[config.mk]
export PLATFORM = sky130hd
export DESIGN_NAME = iot_tx_flat
export DESIGN_NICKNAME = d
export VERILOG_FILES = /design/src/rtl/iot_pkg.sv /design/src/rtl/iot_tx_if.sv /design/src/rtl/iot_fifo.sv /design/src/rtl/iot_tx.sv /design/src/flat_wrapper.sv
export SDC_FILE = /design/constraint.sdc
export NUM_CORES = 1
export LEC_CHECK = 0
export BUFFER_PORTS_ARGS = -buffer_cell sky130_fd_sc_hd__buf_2
export CAP_MARGIN = 20
export CELL_PAD_IN_SITES_DETAIL_PLACEMENT = 1
export CELL_PAD_IN_SITES_GLOBAL_PLACEMENT = 1
export CORE_MARGIN = 10
export CORE_UTILIZATION = 30
export CTS_CLUSTER_SIZE = 8
export DETAILED_ROUTE_END_ITERATION = 16
export GPL_TIMING_DRIVEN = 0
export PLACE_DENSITY_LB_ADDON = 0.1
export SKIP_CTS_REPAIR_TIMING = 1
export SLEW_MARGIN = 10
export SYNTH_ARGS = -nofsm -noshare
export SYNTH_HDL_FRONTEND = slang
export SYNTH_SLANG_ARGS = --single-unit
[constraint.sdc]
create_clock -name clk -period 4.85 [get_ports clk]
set_input_delay 0.2425 -clock clk [delete_from_list [all_inputs] [get_ports clk]]
set_output_delay 0.2425 -clock clk [all_outputs]
set_load 0.05 [all_outputs]
[src/rtl/iot_pkg.sv]
// iot_pkg: constants and types shared by the IoT byte transmitter
// and the receiver-side bench.
package iot_pkg;

  localparam int BYTES_PER_SAMPLE = 16;
  localparam int SAMPLE_W = 8 * BYTES_PER_SAMPLE;
  localparam int DEF_SAMPLES_PER_ROUND = 8;

  typedef enum logic {
    IDLE,
    SEND
  } tx_state_t;

endpackage

[src/rtl/iot_tx_if.sv]
// iot_tx_if: host write port plus byte-stream port of iot_tx.
// Ports: wr_en/wr_data/busy into the block; full/ovf/in_en/iot_in/
// round_done/idle out of it. slave = iot_tx side, master = driver side.
interface iot_tx_if;
  import iot_pkg::*;

  logic                wr_en;
  logic [SAMPLE_W-1:0] wr_data;
  logic                busy;
  logic                full;
  logic                ovf;
  logic                in_en;
  logic [7:0]          iot_in;
  logic                round_done;
  logic                idle;

  modport master (
    output wr_en, wr_data, busy,
    input  full, ovf, in_en, iot_in,
    input  round_done, idle
  );

  modport slave (
    input  wr_en, wr_data, busy,
    output full, ovf, in_en, iot_in,
    output round_done, idle
  );

endinterface

[src/rtl/iot_fifo.sv]
// iot_fifo: synchronous FIFO, W bits wide, DEPTH (power of two) deep.
// Ports: clk, rst (async high), push/din, pop/dout (show-ahead head),
// full, empty, count. Push at full and pop at empty are ignored.
module iot_fifo #(
  parameter  int W     = 128,
  parameter  int DEPTH = 4,
  localparam int AW    = $clog2(DEPTH),
  localparam int CW    = AW + 1
) (
  input  logic          clk,
  input  logic          rst,
  input  logic          push,
  input  logic [W-1:0]  din,
  input  logic          pop,
  output logic [W-1:0]  dout,
  output logic          full,
  output logic          empty,
  output logic [CW-1:0] count
);

  logic [W-1:0]  mem [DEPTH];
  logic [AW-1:0] wp;
  logic [AW-1:0] rp;
  logic          do_push;
  logic          do_pop;

  // full is taken from the pre-pop count, so a push on
  // the cycle a full FIFO pops is still dropped.
  assign full    = (count == CW'(DEPTH));
  assign empty   = (count == '0);
  assign do_push = push & ~full;
  assign do_pop  = pop & ~empty;
  assign dout    = mem[rp];

  always_ff @(posedge clk) begin
    if (do_push) begin
      mem[wp] <= din;
    end
  end

  always_ff @(posedge clk or posedge rst) begin
    if (rst) begin
      wp    <= '0;
      rp    <= '0;
      count <= '0;
    end else begin
      if (do_push) begin
        wp <= wp + AW'(1);
      end
      if (do_pop) begin
        rp <= rp + AW'(1);
      end
      unique case ({do_push, do_pop})
        2'b10:   count <= count + CW'(1);
        2'b01:   count <= count - CW'(1);
        default: count <= count;
      endcase
    end
  end

endmodule

[src/rtl/iot_tx.sv]
// iot_tx: buffers 128-bit samples and streams them MSB byte first on
// in_en/iot_in, honouring busy; round_done marks each round's last byte.
// Ports: clk, rst (async high), bus (iot_tx_if.slave).
module iot_tx
  import iot_pkg::*;
#(
  parameter int DEPTH             = 4,
  parameter int SAMPLES_PER_ROUND = DEF_SAMPLES_PER_ROUND
) (
  input logic     clk,
  input logic     rst,
  iot_tx_if.slave bus
);

  localparam int CW  = $clog2(DEPTH) + 1;
  localparam int SCW = (SAMPLES_PER_ROUND > 1) ?
                       $clog2(SAMPLES_PER_ROUND) : 1;
  localparam logic [SCW-1:0] SC_LAST =
    SCW'(SAMPLES_PER_ROUND - 1);

  tx_state_t           state;
  tx_state_t           state_d;
  logic [SAMPLE_W-1:0] shreg;
  logic [SAMPLE_W-1:0] shreg_d;
  logic [3:0]          bc;
  logic [3:0]          bc_d;
  logic [SCW-1:0]      sc;
  logic [SCW-1:0]      sc_d;
  logic                in_en_q;
  logic                in_en_d;
  logic [7:0]          iot_in_q;
  logic [7:0]          iot_in_d;
  logic                rd_q;
  logic                rd_d;
  logic                ovf_q;

  logic                pop;
  logic [SAMPLE_W-1:0] head;
  logic                full;
  logic                empty;
  logic [CW-1:0]       count;

  iot_fifo #(
    .W     (SAMPLE_W),
    .DEPTH (DEPTH)
  ) u_fifo (
    .clk   (clk),
    .rst   (rst),
    .push  (bus.wr_en),
    .din   (bus.wr_data),
    .pop   (pop),
    .dout  (head),
    .full  (full),
    .empty (empty),
    .count (count)
  );

  always_comb begin
    state_d  = state;
    shreg_d  = shreg;
    bc_d     = bc;
    sc_d     = sc;
    in_en_d  = 1'b0;
    iot_in_d = iot_in_q;
    rd_d     = 1'b0;
    pop      = 1'b0;
    unique case (state)
      IDLE: begin
        // busy does not gate the load, only byte issue.
        if (!empty) begin
          pop     = 1'b1;
          shreg_d = head;
          bc_d    = 4'd15;
          state_d = SEND;
        end
      end
      SEND: begin
        if (!bus.busy) begin
          in_en_d  = 1'b1;
          iot_in_d = shreg[{bc, 3'b000} +: 8];
          if (bc == 4'd0) begin
            rd_d = (sc == SC_LAST);
            sc_d = (sc == SC_LAST) ? '0 : sc + SCW'(1);
            // reload in the same edge: no gap between samples
            if (!empty) begin
              pop     = 1'b1;
              shreg_d = head;
              bc_d    = 4'd15;
            end else begin
              state_d = IDLE;
            end
          end else begin
            bc_d = bc - 4'd1;
          end
        end
      end
      default: state_d = IDLE;
    endcase
  end

  always_ff @(posedge clk or posedge rst) begin
    if (rst) begin
      state    <= IDLE;
      shreg    <= '0;
      bc       <= '0;
      sc       <= '0;
      in_en_q  <= 1'b0;
      iot_in_q <= 8'h00;
      rd_q     <= 1'b0;
    end else begin
      state    <= state_d;
      shreg    <= shreg_d;
      bc       <= bc_d;
      sc       <= sc_d;
      in_en_q  <= in_en_d;
      iot_in_q <= iot_in_d;
      rd_q     <= rd_d;
    end
  end

  always_ff @(posedge clk or posedge rst) begin
    if (rst) begin
      ovf_q <= 1'b0;
    end else if (bus.wr_en && full) begin
      ovf_q <= 1'b1;
    end
  end

  assign bus.full       = full;
  assign bus.ovf        = ovf_q;
  assign bus.in_en      = in_en_q;
  assign bus.iot_in     = iot_in_q;
  assign bus.round_done = rd_q;
  assign bus.idle       = (state == IDLE) && (count == '0);

endmodule

[src/flat_wrapper.sv]
// flat-port wrapper written by rule: the top's interface ports become plain ports
module iot_tx_flat import iot_pkg::*;
#(
  parameter int DEPTH             = 4,
  parameter int SAMPLES_PER_ROUND = DEF_SAMPLES_PER_ROUND
)
  (clk, rst, bus_wr_en, bus_wr_data, bus_busy, bus_full, bus_ovf, bus_in_en, bus_iot_in, bus_round_done, bus_idle);
  iot_tx_if bus_i ();
  input logic clk;
  input logic rst;
  input wire logic [$bits(bus_i.wr_en)-1:0] bus_wr_en;
  input wire logic [$bits(bus_i.wr_data)-1:0] bus_wr_data;
  input wire logic [$bits(bus_i.busy)-1:0] bus_busy;
  output wire logic [$bits(bus_i.full)-1:0] bus_full;
  output wire logic [$bits(bus_i.ovf)-1:0] bus_ovf;
  output wire logic [$bits(bus_i.in_en)-1:0] bus_in_en;
  output wire logic [$bits(bus_i.iot_in)-1:0] bus_iot_in;
  output wire logic [$bits(bus_i.round_done)-1:0] bus_round_done;
  output wire logic [$bits(bus_i.idle)-1:0] bus_idle;
  assign bus_i.wr_en = bus_wr_en;
  assign bus_i.wr_data = bus_wr_data;
  assign bus_i.busy = bus_busy;
  assign bus_full = bus_i.full;
  assign bus_ovf = bus_i.ovf;
  assign bus_in_en = bus_i.in_en;
  assign bus_iot_in = bus_i.iot_in;
  assign bus_round_done = bus_i.round_done;
  assign bus_idle = bus_i.idle;
  iot_tx #(.DEPTH(DEPTH), .SAMPLES_PER_ROUND(SAMPLES_PER_ROUND)) u_core (.clk(clk), .rst(rst), .bus(bus_i));
endmodule
==> metrics <==
flop and latch count out of synthesis 666; Rel. slew slack 0.333; crit-path cells clkbuf_1, buf_2, buf_2, inv_1, ha_1, or4b_4, a21oi_4, buf_8, buf_8, ha_1, inv_1, fa_1, xor2_1, nor2_1, xor2_1; antenna violations before repair 12; gpl congestion about 0.7; Post-synth EDFFs roughly 500; global-route wire length before repair 95700 um; WS Path Type register to register; DR iter-0 viols a little under 700; Post-synth ARST share 0.231; CP max stage cell or4b_4; combinational power share 0.260; dpl cell area ~28000 um2; CTS Sinks between 600 and 700; maximum clock path buffer count 3; setup violators final 0; RSZ-0062 raised after global routing no; Routed Wire Length 65000 um; Final TNS setup 0 ns; Die Width slightly above 300 um; Worst VDD drop 0.284 mV; most common cell in the netlist edfxtp_1; final hold vios 0; min Tclk post-route 3.77 ns; placed cells 2496; vias in the first global route about 14000; Worst Skew 0.0228 ns; synth cell count leaders edfxtp_1, dfrtp_1, mux4_2; Core ar. roughly 84000 um2; Max FO, Critical Path 10; wire per inst between 20 and 25 um; Area growth syn-to-layout 25.8%; design area 32200 um2; Crit. path cell count 15; DP HPWL around 43000 um; min-delay worst type input port to register; final std cells w/o fill 2804; Int Power ~14 mW; First-pass DRT Iterations 5; root buf cell clkbuf_16; fin nets roughly 1700; Max Slew Vio Count 0; CP Launch Type register; I/O pin count about 150; mean post-synth cell area between 20 and 25 um2; cells after synthesis about 1200; die height around 310 um; number of port buffers around 140; status completed; final period utilization 0.778; Inserted Clock Buffers 94; residual DRC count 0; antenna viol nets, final 0; PD cells just over 600 nW/um2; largest net degree at the start of global routing 100; share of post-route cells with drive strength above 1 0.285; largest cells by area after synthesis edfxtp_1, dfrtp_1, mux4_2; syn nets around 1300; sw power around 5.8 mW; CTS tree done; mapped cell area around 26000 um2; routed vias approximately 13000; Req. time, crit path between 5 and 6 ns; Post-Route Utilization 0.382; vias per cell roughly 4.6; Die Area ~97000 um2; sw frac 0.300; Worst path max stage delay roughly 0.51 ns; clk slew on worst S/H paths 0.06 ns; fmax roughly 270 MHz; Max Cap Viol 0; clock group share of total power 0.313; Rows roughly 110; leakage power about 12 nW; H-tree depth 3; commonest register cell after synthesis edfxtp_1; share of Yosys cell area claimed by the top area cell type 0.602; Tightest Pin Transition 1.00 ns; worst reg2reg path depth 15; yosys warns 0; Worst Path Arrival around 4.3 ns; Reg power frac 0.427; GRT overflow 0; Seq/Total Area, Yosys 0.752; Yosys top cell by area edfxtp_1; Tot GR Track Use 0.132; CP top delay family buffers and inverters; Bufs and invs on worst path 7; Yosys cell types 46; Initial Util 0.304; Worst-Skew Late Latency about 0.65 ns; Worst Hold Path Cells 3; CP endpoint kind register
-- layer usage --
layer	vias up	wire length, um	global-route usage
li1	5663	-	-
met1	6767	29300	0.176
met2	248	31100	0.211
met3	100	3200	0.0348
met4	8	1330	0.0350
met5	-	52	0
-- cells by family (layout without fill, tap and decap cells) --
logic type | Yosys count | count (layout) | synth area share
flip-flops | 666 | 666 | 0.752
multiplexers | 324 | 324 | 0.196
buffers and inverters | 75 | 538 | 0.0168
AND/OR/NAND/NOR | 64 | 64 | 0.0121
AO/OA/AOI/OAI | 58 | 58 | 0.0153
adder cells (fa/ha/maj) | 10 | 10 | 0.00519
XOR/XNOR | 6 | 6 | 0.00235
other | 0 | 4 | 0
-- stage by stage --
stage | setup WS [ns] | power (mW) | hold slack [ns]
5_1_grt | 0.797 | 20.5 | 0.00961
4_1_cts | 0.989 | 19.8 | -0.376
6_report | 1.08 | 19.4 | 0.0271
3_3_place_gp | -3.11 | 13.5 | 0.436
3_5_place_dp | 1.04 | 13.6 | 0.318
2_1_floorplan | 0.191 | 11.5 | 0.341
-- path summary, 6_finish.rpt --
check / from / slack [ns] / endpoint
max in group asynchronous: rst / 3.73 / u_core.shreg[58]
worst max-delay path: u_core.bc[0] / 1.08 / u_core.u_fifo.count[2]
worst min register to register: u_core.bus.ovf / 0.45 / u_core.bus.ovf
worst max register to register: u_core.bc[0] / 1.08 / u_core.u_fifo.count[2]
worst min-delay path: bus_busy / 0.03 / u_core.bc[1]
min in group asynchronous: rst / 0.19 / u_core.shreg[126]
-- area by class of cell --
| class | count | area, um2 |
|---|---|---|
| Clock inverter | 8 | 113 |
| Timing Repair Buffer | 290 | 2410 |
| Clock buffer | 165 | 2630 |
| Fill cell | 8217 | 51900 |
| Antenna cell | 4 | 10.0 |
| Tap cell | 1134 | 1420 |
| Buffer | 63 | 385 |
| Inverter | 12 | 52.6 |
| Multi-Input combinational cell | 462 | 5910 |
| Sequential cell | 666 | 19200 |
-- power groups by stage --
stage / Clock [mW] / Sequential [mW] / Combinational, mW
after floorplan: 0 / 8.42 / 3.10
after global placement: 0 / 8.64 / 4.90
after detailed placement: 0 / 8.41 / 5.15
after CTS: 6.30 / 8.31 / 5.16
after global routing: 6.54 / 8.44 / 5.53
final: 6.07 / 8.28 / 5.04
-- worst min-delay path: stages --
cell and delay, ns:
buf_2 0.15, mux2i_1 0.15, a21oi_1 0.08
-- sequential cells by signal, summed over array words and instances (netlist names) --
name,count
u_core.bus.ovf,1
u_core.bus.in_en,1
u_core.bus.round_done,1
u_core.u_fifo.mem,512
u_core.sc,3
u_core.u_fifo.rp,2
u_core.bus.iot_in,8
u_core.state,1
u_core.u_fifo.count,3
u_core.u_fifo.wp,2
u_core.shreg,128
u_core.bc,4
-- cells in the final DEF (no fill, tap or decap), types with 2 or more instances in the layout --
cell type,n
mux2i_1,66
mux4_2,128
a311oi_1,8
ha_1,9
clkbuf_1,97
inv_6,2
nor3b_1,2
nand2_1,7
o21ai_0,12
o22ai_1,24
buf_2,157
mux2_2,43
nor2_1,28
a21oi_1,3
nand2b_1,3
nor2b_1,2
inv_1,10
a21o_1,2
buf_1,7
diode_2,4
nor3_1,11
edfxtp_1,512
xnor2_1,2
o21bai_1,2
and2_4,4
mux2_1,87
dfrtp_1,154
buf_8,11
xor2_1,3
dlygate4sd3_1,130
clkbuf_16,94
buf_16,12
buf_4,6
clkinv_8,2
clkinv_1,2
Power figures use the tool's default switching activity.
